## src/rtl/sd_pkg.sv

```systemverilog
// Shared definitions for the "101" detector scheduler.
//   sd_state_e : scheduler FSM encoding (IDLE=0, CLR=1, SHIFT=2, DONE=3)
//   SD_PATTERN : the serial pattern the shared detector recognises
package sd_pkg;

    typedef enum logic [1:0] {
        IDLE  = 2'd0,
        CLR   = 2'd1,
        SHIFT = 2'd2,
        DONE  = 2'd3
    } sd_state_e;

    localparam logic [2:0] SD_PATTERN = 3'b101;

endpackage

```

## src/rtl/sd_rr_arbiter.sv

```systemverilog
// Combinational round-robin pick.
//   req    : request levels, one per requester
//   rr_ptr : highest-priority requester this round
//   gnt    : one-hot grant of the first set req bit at or after rr_ptr (wraps)
//   id     : encoded index of gnt (0 when req is empty)
module sd_rr_arbiter #(
    parameter int N_REQ = 4,
    parameter int ID_W  = $clog2(N_REQ)
) (
    input  logic [N_REQ-1:0] req,
    input  logic [ID_W-1:0]  rr_ptr,
    output logic [N_REQ-1:0] gnt,
    output logic [ID_W-1:0]  id
);

    always_comb begin : pick
        logic found;
        int   k;
        gnt   = '0;
        id    = '0;
        found = 1'b0;
        k     = 0;
        for (int i = 0; i < N_REQ; i++) begin
            // Walk the ring starting at rr_ptr; modulo done by one subtract
            // since rr_ptr < N_REQ and i < N_REQ.
            k = int'(rr_ptr) + i;
            if (k >= N_REQ) k = k - N_REQ;
            if (!found && req[k]) begin
                found  = 1'b1;
                gnt[k] = 1'b1;
                id     = ID_W'(k);
            end
        end
    end

endmodule

```

## src/rtl/sd_101_scheduler.sv

```systemverilog
// Shares one external "101" Mealy detector between N_REQ requesters.
// A granted word is shifted MSB-first into the detector after a one-cycle
// detector clear; hits are counted and returned with the requester id.
//   clk, reset  : clock, asynchronous active-low reset
//   req/word_in : request levels and packed words (requester i at [i*WORD_W +: WORD_W])
//   grant, busy : one-hot grant held for the whole service; FSM not idle
//   sd_reset    : detector clear (active-high), sd_din: serial bit, sd_dout: detector hit
//   done        : one-cycle completion pulse with done_id and match_cnt
module sd_101_scheduler
    import sd_pkg::*;
#(
    parameter int N_REQ  = 4,
    parameter int WORD_W = 8,
    parameter int CNT_W  = $clog2(WORD_W + 1),
    parameter int ID_W   = $clog2(N_REQ)
) (
    input  logic                    clk,
    input  logic                    reset,
    input  logic [N_REQ-1:0]        req,
    input  logic [N_REQ*WORD_W-1:0] word_in,
    output logic [N_REQ-1:0]        grant,
    output logic                    busy,
    output logic                    sd_reset,
    output logic                    sd_din,
    input  logic                    sd_dout,
    output logic                    done,
    output logic [ID_W-1:0]         done_id,
    output logic [CNT_W-1:0]        match_cnt
);

    localparam int BI_W = $clog2(WORD_W);

    sd_state_e         state_q, state_d;
    logic [N_REQ-1:0]  arb_gnt;
    logic [ID_W-1:0]   arb_id;
    logic [ID_W-1:0]   rr_ptr;
    logic [ID_W-1:0]   cur_id;
    logic [WORD_W-1:0] sel_word;
    logic [WORD_W-1:0] shreg;
    logic [BI_W-1:0]   bit_idx;
    logic [CNT_W-1:0]  cnt;
    logic [CNT_W-1:0]  cnt_next;
    logic              last_bit;

    sd_rr_arbiter #(.N_REQ(N_REQ), .ID_W(ID_W)) u_arb (
        .req    (req),
        .rr_ptr (rr_ptr),
        .gnt    (arb_gnt),
        .id     (arb_id)
    );

    // One-hot mux of the winning requester's word.
    always_comb begin
        sel_word = '0;
        for (int i = 0; i < N_REQ; i++)
            if (arb_gnt[i]) sel_word = sel_word | word_in[i*WORD_W +: WORD_W];
    end

    assign last_bit = (bit_idx == '0);
    // Detector output is Mealy: the hit belongs to the bit shown this cycle.
    assign cnt_next = cnt + CNT_W'(sd_dout);

    always_comb begin
        state_d = state_q;
        case (state_q)
            IDLE:    if (|req) state_d = CLR;
            CLR:     state_d = SHIFT;
            SHIFT:   if (last_bit) state_d = DONE;
            DONE:    state_d = IDLE;
            default: state_d = IDLE;
        endcase
    end

    // Outputs are registered from the next state so they line up with it.
    always_ff @(posedge clk or negedge reset) begin
        if (!reset) begin
            state_q   <= IDLE;
            grant     <= '0;
            busy      <= 1'b0;
            sd_reset  <= 1'b1;
            sd_din    <= 1'b0;
            done      <= 1'b0;
            done_id   <= '0;
            match_cnt <= '0;
            rr_ptr    <= '0;
            cur_id    <= '0;
            shreg     <= '0;
            bit_idx   <= '0;
            cnt       <= '0;
        end else begin
            state_q  <= state_d;
            busy     <= (state_d != IDLE);
            sd_reset <= (state_d == CLR);
            done     <= (state_d == DONE);
            sd_din   <= 1'b0;
            case (state_q)
                IDLE: begin
                    if (|req) begin
                        grant  <= arb_gnt;
                        cur_id <= arb_id;
                        shreg  <= sel_word;
                    end
                end
                CLR: begin
                    // Present the MSB for the first SHIFT cycle; shreg always
                    // holds the next bit to send at its top.
                    bit_idx <= BI_W'(WORD_W - 1);
                    cnt     <= '0;
                    sd_din  <= shreg[WORD_W-1];
                    shreg   <= {shreg[WORD_W-2:0], 1'b0};
                end
                SHIFT: begin
                    cnt <= cnt_next;
                    if (last_bit) begin
                        match_cnt <= cnt_next;
                        done_id   <= cur_id;
                    end else begin
                        bit_idx <= bit_idx - 1'b1;
                        sd_din  <= shreg[WORD_W-1];
                        shreg   <= {shreg[WORD_W-2:0], 1'b0};
                    end
                end
                DONE: begin
                    grant  <= '0;
                    rr_ptr <= (cur_id == ID_W'(N_REQ - 1)) ? '0 : cur_id + 1'b1;
                end
                default: ;
            endcase
        end
    end

endmodule

```

## config.mk

```make
export PLATFORM = sky130hd
export DESIGN_NAME = sd_101_scheduler
export DESIGN_NICKNAME = d
export VERILOG_FILES = /design/src/rtl/sd_pkg.sv /design/src/rtl/sd_rr_arbiter.sv /design/src/rtl/sd_101_scheduler.sv
export SDC_FILE = /design/constraint.sdc
export NUM_CORES = 1
export LEC_CHECK = 0
export CAP_MARGIN = 15
export CORE_MARGIN = 10
export CORE_UTILIZATION = 50
export DETAILED_ROUTE_END_ITERATION = 6
export PLACE_DENSITY = 0.8
export SETUP_SLACK_MARGIN = 0.1
export SLEW_MARGIN = 20
export SYNTH_ARGS = -nofsm -noshare
export SYNTH_HDL_FRONTEND = slang
export SYNTH_SLANG_ARGS = --single-unit
```

## constraint.sdc

```tcl
create_clock -name clk -period 3.3 [get_ports clk]
set_input_delay 0.66 -clock clk [delete_from_list [all_inputs] [get_ports clk]]
set_output_delay 0.66 -clock clk [all_outputs]
set_load 0.05 [all_outputs]
```

# Word level (Yosys, flattened, before mapping)
# Cells that the tools add are included.
[totals]
elab_cells = 124
input_bits = 39
out_inout_bits = 14
regBits = 35
[classes]
muxes = 53
order_cmp = 12
eq_ne = 8
n_reduce_logical = 22
bitwise_logic = 6
n_addsub = 10
[ops]
columns = ["operator", "n"]
rows = [
  ["greater-or-equal comparator 32 x 1 -> 1 bit (second input constant)", 4],
  ["less-than comparator 32 x 4 -> 1 bit (second input constant)", 4],
  ["2-to-1 mux 32 bit", 4],
  ["greater-or-equal comparator 32 x 4 -> 1 bit (second input constant)", 3],
  ["subtractor 32 x 4 -> 32 bit (second input constant)", 3],
  ["2-to-1 mux 8 bit", 6],
  ["OR 8 bit", 3],
  ["one-hot mux 8 bit (3 select lines)", 1],
  ["2-to-1 mux 4 bit", 5],
  ["2-to-1 mux 1 bit", 16],
  ["one-hot mux 4 bit (2 select lines)", 2],
  ["2-to-1 mux 2 bit", 7],
  ["OR 4 bit", 3],
  ["binary-select mux 1 bit (select 2 bit)", 4],
  ["demux 1 bit (select 2 bit)", 4],
  ["equality test 2 bit (second input constant)", 4],
  ["one-hot mux 2 bit (4 select lines)", 1],
  ["AND reduction 2 bit", 4],
  ["logical AND 1 bit", 7],
  ["adder 2 x 2 -> 3 bit (second input constant)", 2],
  ["one-hot mux 3 bit (2 select lines)", 1],
  ["nonzero test 2 bit", 3],
  ["adder 4 x 1 -> 4 bit", 1],
  ["equality test 2 x 1 -> 1 bit (second input constant)", 2],
  ["14 further kinds", 17],
]

# Logic depth before layout (Yosys ltp)
# Gate-level depths: netlist (run 1).
[depth]
word_depth = 24
mapped_depth = 11

# By module
# A second synthesis (run 1) with hierarchy kept.
[unflattened]
hier_cells = 229
hier_area_um2 = 2229.6
[modules_own_cells]
columns = ["module", "instances", "cells_each", "area_per_inst_um2"]
rows = [
  ["sd_101_scheduler", 1, 180, 1773.0],
  ["sd_rr_arbiter", 1, 49, 456.7],
]

# Least setup slack after synthesis (run 1)
# No wires, ideal clock.
[synth_timing]
path_kind = "register to register"
start = "register rr_ptr[0]"
end = "register shreg[1]"
path_stages_with_launch = 12
setup_slack_ps = 503
setup_time_ps = 130
path_buffers = 3
t_arrival_ps = 2667
t_required_ps = 3170
period_less_slack_ps = 2797
path_cell_list = "dfrtp_1 buf_6 clkbuf_1 inv_1 ha_1 clkbuf_1 mux2i_1 o22ai_1 o21a_1 a21oi_1 o21a_1 a21oi_1"
[synth_via]
elab_chain_len = 24
[synth_lines]
columns = ["element", "line_no", "text"]
rows = [
  ["start: declaration", "sd_101_scheduler.sv:36", "logic [ID_W-1:0] rr_ptr;"],
  ["start signal: assignment", "sd_101_scheduler.sv:125", "rr_ptr <= (cur_id == ID_W'(N_REQ - 1)) ? '0 : cur_id + 1'b1;"],
  ["parallel branches: the longest is 14 deep, another holds subtractor 32 x 4 -> 32 bit", "-", ""],
  ["2-to-1 mux 4 bit (*)", "sd_rr_arbiter.sv:28", "if (!found && req[k]) begin"],
  ["2-to-1 mux 8 bit", "sd_101_scheduler.sv:56", "if (arb_gnt[i]) sel_word = sel_word | word_in[i*WORD_W +: WORD_W];"],
  ["OR 8 bit", "sd_101_scheduler.sv:56", ""],
  ["2-to-1 mux 8 bit", "sd_101_scheduler.sv:56", ""],
  ["OR 8 bit", "sd_101_scheduler.sv:56", ""],
  ["2-to-1 mux 8 bit", "sd_101_scheduler.sv:56", ""],
  ["OR 8 bit", "sd_101_scheduler.sv:56", ""],
  ["2-to-1 mux 8 bit (*)", "sd_101_scheduler.sv:56", ""],
  ["2-to-1 mux 8 bit (*)", "sd_101_scheduler.sv:98", "if (|req) begin"],
  ["one-hot mux 8 bit (3 select lines) (*)", "sd_101_scheduler.sv:96", "case (state_q)"],
  ["end signal: assignment", "sd_101_scheduler.sv:101", "shreg <= sel_word;"],
  ["end signal: assignment", "sd_101_scheduler.sv:110", "shreg <= {shreg[WORD_W-2:0], 1'b0};"],
  ["end signal: assignment", "sd_101_scheduler.sv:120", "shreg <= {shreg[WORD_W-2:0], 1'b0};"],
  ["end: declaration", "sd_101_scheduler.sv:39", "logic [WORD_W-1:0] shreg;"],
]
# Every way passes the cells marked *. The select of a mux whose other input is x is not followed.
# A chain may end at the register's enable or synchronous reset.

# Worst setup path in the final report (run 1)
[layout_timing]
start = "register rr_ptr[1]"
end = "register shreg[1]"
# Same word-level chain as after synthesis.

==> out/summary.md, run 1 <==
The flow ran to the end, but the final reports show violations. The checks that failed: design-rule violations. The final route contains 2081 vias. The fraction of the yosys area taken by sequential cells was 0.3829; the clock sink total was 35. The count of buffers inserted at the top-level ports was 52; the routed length on met2 was 2863 um.

The source-to-sink clock delay at the later pin of the worst-skew pair is 290 ps. The run gives 9722 um as the wire length of the first global-routing pass. Number of vias per cell after detailed routing: 5.946. The met3 wirelength from detailed routing is 323 um, and the power density over the cells is 985.1 nW/um2.

Static timing analysis puts the maximum clock frequency at 0.3604 GHz. Yosys attributes the largest share of cell area to sky130_fd_sc_hd__dfrtp_1 (37%), sky130_fd_sc_hd__ha_1 (7.1%), sky130_fd_sc_hd__o21ai_0 (5.0%), sky130_fd_sc_hd__nand2_1 (3.6%), sky130_fd_sc_hd__inv_1 (3.4%). The async set or reset register ratio after synthesis came out at 1.000. The arrival time of the worst setup path was 2930 ps; the required time reported for the critical path endpoint was 3460 ps. Counting flops with a built-in enable in the synthesized netlist gives 0. The die height was 87.69 um. The initial standard-cell utilization of the core was 0.5225. The worst setup path is captured at a flip-flop. The finished cells cover 2962 um2.

Most common cell in the netlist: sky130_fd_sc_hd__dfrtp_1. The headroom to the max-slew limit was 0.5103. STA classifies the critical path startpoint as a flip-flop. Total inserted antenna cells: 0.

The floorplan step set the die width to 87.69 um. In this run the worst path has a maximum fanout of 8. The cell count after synthesis came out at 245. VDD sags by at most 0.0005875 V. For the layout net count, the log shows 349. The tools report the number of slew-limit violations in the final report as 0.

The via count of the first global-routing pass came out at 2057. The number of different library cells used by synthesis comes to 43. The floorplan step defined a die boundary enclosing 7690 um2. The pin count of the biggest net entering global routing came out at 36.

For the placement-stage cell area, the log shows 2849 um2. The tools report the count of yosys warnings during synthesis as 0. TritonCTS built the clock tree.

The setup path with the least slack is of type flip-flop to flip-flop. In this run the remaining antenna-violating nets after routing total 0. The hold-fix buffer count after cts was 0; the post-CTS setup repair buffer count was 0. The tightest min-delay check is of the flip-flop to flip-flop type. For this block, the initial DRC count from the detailed router was 167. By count the netlist is led by sky130_fd_sc_hd__dfrtp_1 (34), sky130_fd_sc_hd__o21ai_0 (23), sky130_fd_sc_hd__nand2_1 (22). In this run the number of H-tree levels came out at 2. The share of post-route cells with drive strength above 1 is 0.09060, and the detailed-route DRC error count is 5. After detailed routing, the wire length on met1 is 2616 um. Counting the buffers created by CTS gives 5. The portion of the clock cycle consumed by the worst path in the final layout is 0.8408. The mean cell area of the mapped netlist came out at 9.351 um2. The net count of the mapped netlist was 297; the detail-routed net length per standard cell was 16.78 um. Number of antenna violations at the first check in global routing: 0. For the placement-stage worst setup slack, the log shows 295.8 ps.

In this run the clock root is driven by a sky130_fd_sc_hd__clkbuf_8. The tools report the number of endpoints with negative hold slack in the final report as 0. After routing, the total negative slack on setup checks comes to 0 ps. For the pin with the worst max-slew slack, the measured transition is 734.5 ps.

The total half-perimeter wirelength after legalization and detailed placement is 4405 um, and the worst-case hold slack is 493.0 ps. Once the clock tree was built, the resizer swapped 0 gates to a different size. Clock slew seen by the registers of the worst setup and hold paths: 80 ps. The dominant synthesized flop cell is sky130_fd_sc_hd__dfrtp_1.

The core region is 4384 um2. Setup repair after global routing left no endpoint under its margin. The logs give 0 for the final count of negative-setup-slack endpoints and 24 for the total number of placement rows. The biggest area contributor in the post-synthesis netlist is sky130_fd_sc_hd__dfrtp_1. The total of fill cells in the finished design is 352, and the aggregate global-route resource usage is 0.1545.

Across the run, the number of max-cap violations was 0. The synthesis-stage register bit count was 35; the leakage power was 1.297 nW. Routability-driven placement finished with a final weighted congestion of 0.9000. For the maximum buffer depth of the clock tree, the log shows 2. The highest layer touched by signal routing is met4. For the final database, setup skew stands at 8.982 ps.

The synthesized netlist occupies a cell area of 2291 um2. The delay of the slowest cell on the worst path is 600 ps. The tools report the first-pass detailed-route iteration total as 7. The critical path goes through inv_1 -> ha_1 -> mux2i_1 -> o22ai_1 -> o21a_1 -> a21oi_1 -> o21a_1 -> a21oi_1. Power after layout: 2.917 mW. Summed over all layers, the routed wires come to 5874 um.

Pin placement for this block handled 53 I/O pins. Counting I/O delays and the setup requirement, the final critical path takes 2775 ps. The total congestion overflow after global routing is 0, and the share of the synthesized area in the top cell type is 0.3714. The area overhead of the layout relative to synthesis came out at 29.27%. The worst path meets setup with 525.3 ps of slack. The largest individual stage delay along the critical path comes from the cell sky130_fd_sc_hd__a21oi_1.
[layout make-up]
cell class | count | area (um2) | area share
tap | 52 | 65.06 | 0.02197
inverter | 21 | 78.83 | 0.02662
clock buffer | 5 | 68.82 | 0.02324
timing repair buffer | 59 | 573.1 | 0.1935
multi-input combinational | 175 | 1255 | 0.4237
clock inverter | 3 | 43.79 | 0.01479
sequential | 35 | 877.1 | 0.2962
[state kept, by name, indices dropped and copies added (netlist names)]
register,count
done,1
busy,1
cnt,4
done_id,2
bit_idx,3
state_q,2
match_cnt,4
sd_din,1
cur_id,2
shreg,8
rr_ptr,2
sd_reset,1
grant,4
[per-stage QoR]
stage	utilization	std cells
2_1_floorplan	-	245
3_3_place_gp	0.6498	342
3_5_place_dp	0.6498	342
4_1_cts	0.6755	350
5_1_grt	0.6755	350
6_report	0.6755	350
[critical path, delay by kind of cell (launching register included)]
family          cells  cell delay, ps
compound gates      5            1210
fa+ha+maj           1             460
buf+inv             1             110
flops               1             470
mux                 1             390
[cell families (layout without fill, tap and decap cells)]
kind of cell | count (synthesis) | in the layout | synth area share
DFF | 35 | 35 | 0.3829
xor gates and xnor gates | 2 | 2 | 0.007647
adders and majority gates | 13 | 13 | 0.07100
AOI/OAI and AO/OA | 83 | 83 | 0.2534
buffers and inverters | 35 | 88 | 0.06936
and+or+nand+nor | 65 | 65 | 0.1447
muxes | 12 | 12 | 0.07100
[worst paths after layout]
path | slack (ps) | start | end | cells after the start
min in group asynchronous | 780 | reset | state_q[1] | 2
setup reg to reg | 530 | rr_ptr[1] | shreg[1] | 8
setup / recovery | 530 | rr_ptr[1] | shreg[1] | 8
max in group asynchronous | 2190 | reset | sd_reset | 2
hold reg to reg | 490 | match_cnt[3] | match_cnt[3] | 2
hold / removal | 490 | match_cnt[3] | match_cnt[3] | 2
[report_power, final]
group | switching [mW] | total (mW) | internal, mW
combinational | 1.09 | 1.83 | 0.741
clock | 0.161 | 0.385 | 0.225
sequential | 0.101 | 0.705 | 0.603
total | 1.35 | 2.92 | 1.57
[cell usage in the layout (no fill, tap or decap), drive strengths merged, types with 2 or more instances in the layout]
master | Yosys | layout
clkdlybuf4s50 | 0 | 52
dfrtp | 34 | 34
o21ai | 27 | 27
nand2 | 22 | 22
inv | 21 | 21
a21oi | 15 | 15
ha | 13 | 13
nand2b | 11 | 11
nor2 | 9 | 9
o21a | 8 | 8
a222oi | 7 | 7
buf | 5 | 7
o22ai | 6 | 6
nand3b | 6 | 6
a22o | 6 | 6
nand3 | 5 | 5
mux2i | 5 | 5
clkbuf | 9 | 5
mux2 | 4 | 4
o2111ai | 4 | 4
mux4 | 3 | 3
o21bai | 3 | 3
nor3 | 3 | 3
xnor2 | 2 | 2
o31ai | 2 | 2
clkinv | 0 | 2
[per-layer routing]
metal	vias to the layer above	GRT usage
met2	57	0.2566
li1	987	-
met1	1026	0.1855
met3	11	0.04735
met4	0	0.05072
met5	-	0
No activity file was read; power rests on OpenSTA's default activity.
==> inputs of run 2 (changes only) <==
Clock period 3.3 ns to 2.6 ns, I/O delays scaled along.
==> run 2 against run 1 <==
Effect of this change: the flow now finishes without violations; combinational power up 38%; sequential power increased by 25%; via count increased by 2.6%; global-route usage grew 0.14 points; non-clock buffer count is 12 higher; die area unchanged; total power rose by 30%; sequential cell count unchanged; hold slack got worse by 1.2 ps.
==> out/summary.md, run 2 (synthesis gave the netlist of run 1 again) <==
The overall routed net length was 6185 um; the total number of placement rows was 24. The power after layout was 3.801 mW; the area taken by flip-flops and latches was 877.1 um2. The total half-perimeter wirelength after legalization and detailed placement was 4375 um; the measured slew at the worst slew-check pin was 539.0 ps. The area overhead of the layout relative to synthesis came out at 34.08%. Grouping stages by cell kind, the critical path spends the most delay in compound AO/OA/AOI/OAI gates. The initial standard-cell utilization of the core was 0.5225; the aggregate global-route resource usage was 0.1558.

At the placement stage, the worst setup path has a slack of -151.6 ps. The number of slew-limit violations in the final report is 0, and the shortest period the worst path allows is 2403 ps. The number of endpoints with negative hold slack in the final report came out at 0.

The share of post-route cells with drive strength above 1 was 0.1415; the number of flip-flops in the largest register was 8. For the total congestion overflow after global routing, the log shows 0. Buffers placed on the I/O ports in this run total 52. The flow ran to the end, and the final reports show no timing, DRC or antenna violations. The die is 87.69 um tall. The first global-routing pass estimated 9694 um of wire.

For the worst setup path, the data arrival time is 2580 ps. The run gives 0 as the detailed-route DRC error count. Summing all multi-input logic gate instances after layout gives 1303 um2.

53 I/O pins were placed. Clock latency on the worst-skew pair, taken at its later pin, is 290 ps. The chip width came out at 87.69 um. The number of vias in the routed layout is 2135.

The leading cell type in the layout, fill and taps excluded was sky130_fd_sc_hd__clkdlybuf4s50_1. The delay of the slowest cell on the worst path came out at 610 ps. The via count of the first global-routing pass is 1989, and the clock buffer count from CTS is 5.

The H-tree was split into 2 levels. The portion of the clock cycle consumed by the worst path in the final layout was 0.9242. The tools report the pin count of the biggest net entering global routing as 36. The headroom to the max-slew limit was 0.6395; the clock slew seen by the registers of the worst setup and hold paths was 80 ps.

At the end of routability-driven placement, the weighted congestion stood at 0.8198. The accumulated negative setup slack is 0 ps. In this run the clock root is driven by a sky130_fd_sc_hd__clkbuf_8. In this run the remaining antenna-violating nets after routing total 0. For the final count of negative-setup-slack endpoints, the log shows 0.

The repair_antennas step left the layout with diodes totalling 0. The floorplan step defined a core boundary enclosing 4384 um2. Across the run, the number of max-cap violations was 0. The logs give 1.347 nW for the leakage power and 2 for the maximum buffer depth of the clock tree. The tightest hold path in the finished design has a slack of 491.8 ps. The floorplan step defined a die boundary enclosing 7690 um2. The element type at the critical path start was an input port. The peak fanout along the critical path was 8; the power density over the cells was 1237 nW/um2.

VDD sags by at most 0.0006273 V. Total of fill cells in the finished design: 345. Critical-path cell with the highest stage delay: sky130_fd_sc_hd__mux4_2.

For the post-route core utilization, the log shows 0.7006. Walking the worst path, the cells encountered are clkdlybuf4s50_1 -> mux4_2 -> buf_4 -> o21ai_1 -> o21bai_4 -> a222oi_1 -> a21oi_1. The clock net in this run drives a total of 35 sinks. After detailed routing, the average wire length per cell comes to 17.04 um. The first routing iteration left 203 violations. TritonCTS built the clock tree.

The achievable frequency is 0.4162 GHz. Leaving out fill and tap cells, the most frequent cells in the layout are sky130_fd_sc_hd__clkdlybuf4s50_1 (52), sky130_fd_sc_hd__dfrtp_1 (34), sky130_fd_sc_hd__o21ai_0 (23). The number of antenna violations at the first check in global routing is 0, and the combined buffer and inverter count along the critical path is 2. More flip-flops sit in one register than any other, and that register is shreg. Setup slack on the critical path of the routed design comes to 197.1 ps.

The number of vias per cell after detailed routing came out at 5.882. The final layout contains 362 nets. First-pass detailed-route iteration total: 7.

The clock skew was 8.720 ps. The endpoint type of the worst setup path is a flip-flop. Setup repair after global routing could not meet its margin everywhere. The critical path in this run is classified as input port to flip-flop. The path class of the tightest hold or removal check is flip-flop to flip-flop. For the worst setup path, the data required time is 2770 ps.
==> run 2: timing repair <==
item	4_1_cts	5_1_grt
endpoints found under the setup margin	0	8
hold buffers	0	0
gates resized for setup	0	5
buffers inserted	0	2
==> run 2: cell type report <==
type	count	area share
clock buffer	6	0.02363
inverter	21	0.02566
multi-input combinational	176	0.4240
tap	52	0.02118
clock inverter	2	0.004073
sequential	35	0.2855
timing repair buffer	71	0.2159
==> run 2: routing by layer <==
layer / vias up / routed length (um) / track usage / part of all wire
li1: 1025 / - / - / -
met1: 1020 / 2609 / 0.1928 / 0.42
met2: 76 / 3048 / 0.2480 / 0.49
met3: 14 / 450 / 0.05664 / 0.073
met4: 0 / 76 / 0.04638 / 0.012
met5: - / 0 / 0 / 0
==> run 2: power breakdown <==
group          internal (mW)  switching (mW)
sequential             0.766           0.116
combinational           1.06            1.46
clock                  0.187           0.211
==> run 2: final timing paths <==
check                      startpoint        to  slack, ps  cells past startpoint
setup / recovery               req[0]  shreg[5]        200                      7
setup reg to reg            rr_ptr[1]  shreg[5]        230                      8
max in group asynchronous       reset  sd_reset       1610                      2
hold / removal               grant[1]  grant[1]        490                      2
min in group asynchronous       reset  shreg[7]        640                      2
hold reg to reg              grant[1]  grant[1]        490                      2
==> run 2: worst min-delay path: stages (launching register included) <==
cell and delay, ps:
sky130_fd_sc_hd__dfrtp_1 350, sky130_fd_sc_hd__nand2_1 50, sky130_fd_sc_hd__o31ai_1 60
==> run 2: per-stage QoR <==
stage | cells | instance area, um2
6_report | 363 | 3072
4_1_cts | 360 | 3017
5_1_grt | 363 | 3072
2_1_floorplan | 245 | 2301
3_3_place_gp | 352 | 2932
3_5_place_dp | 352 | 2932
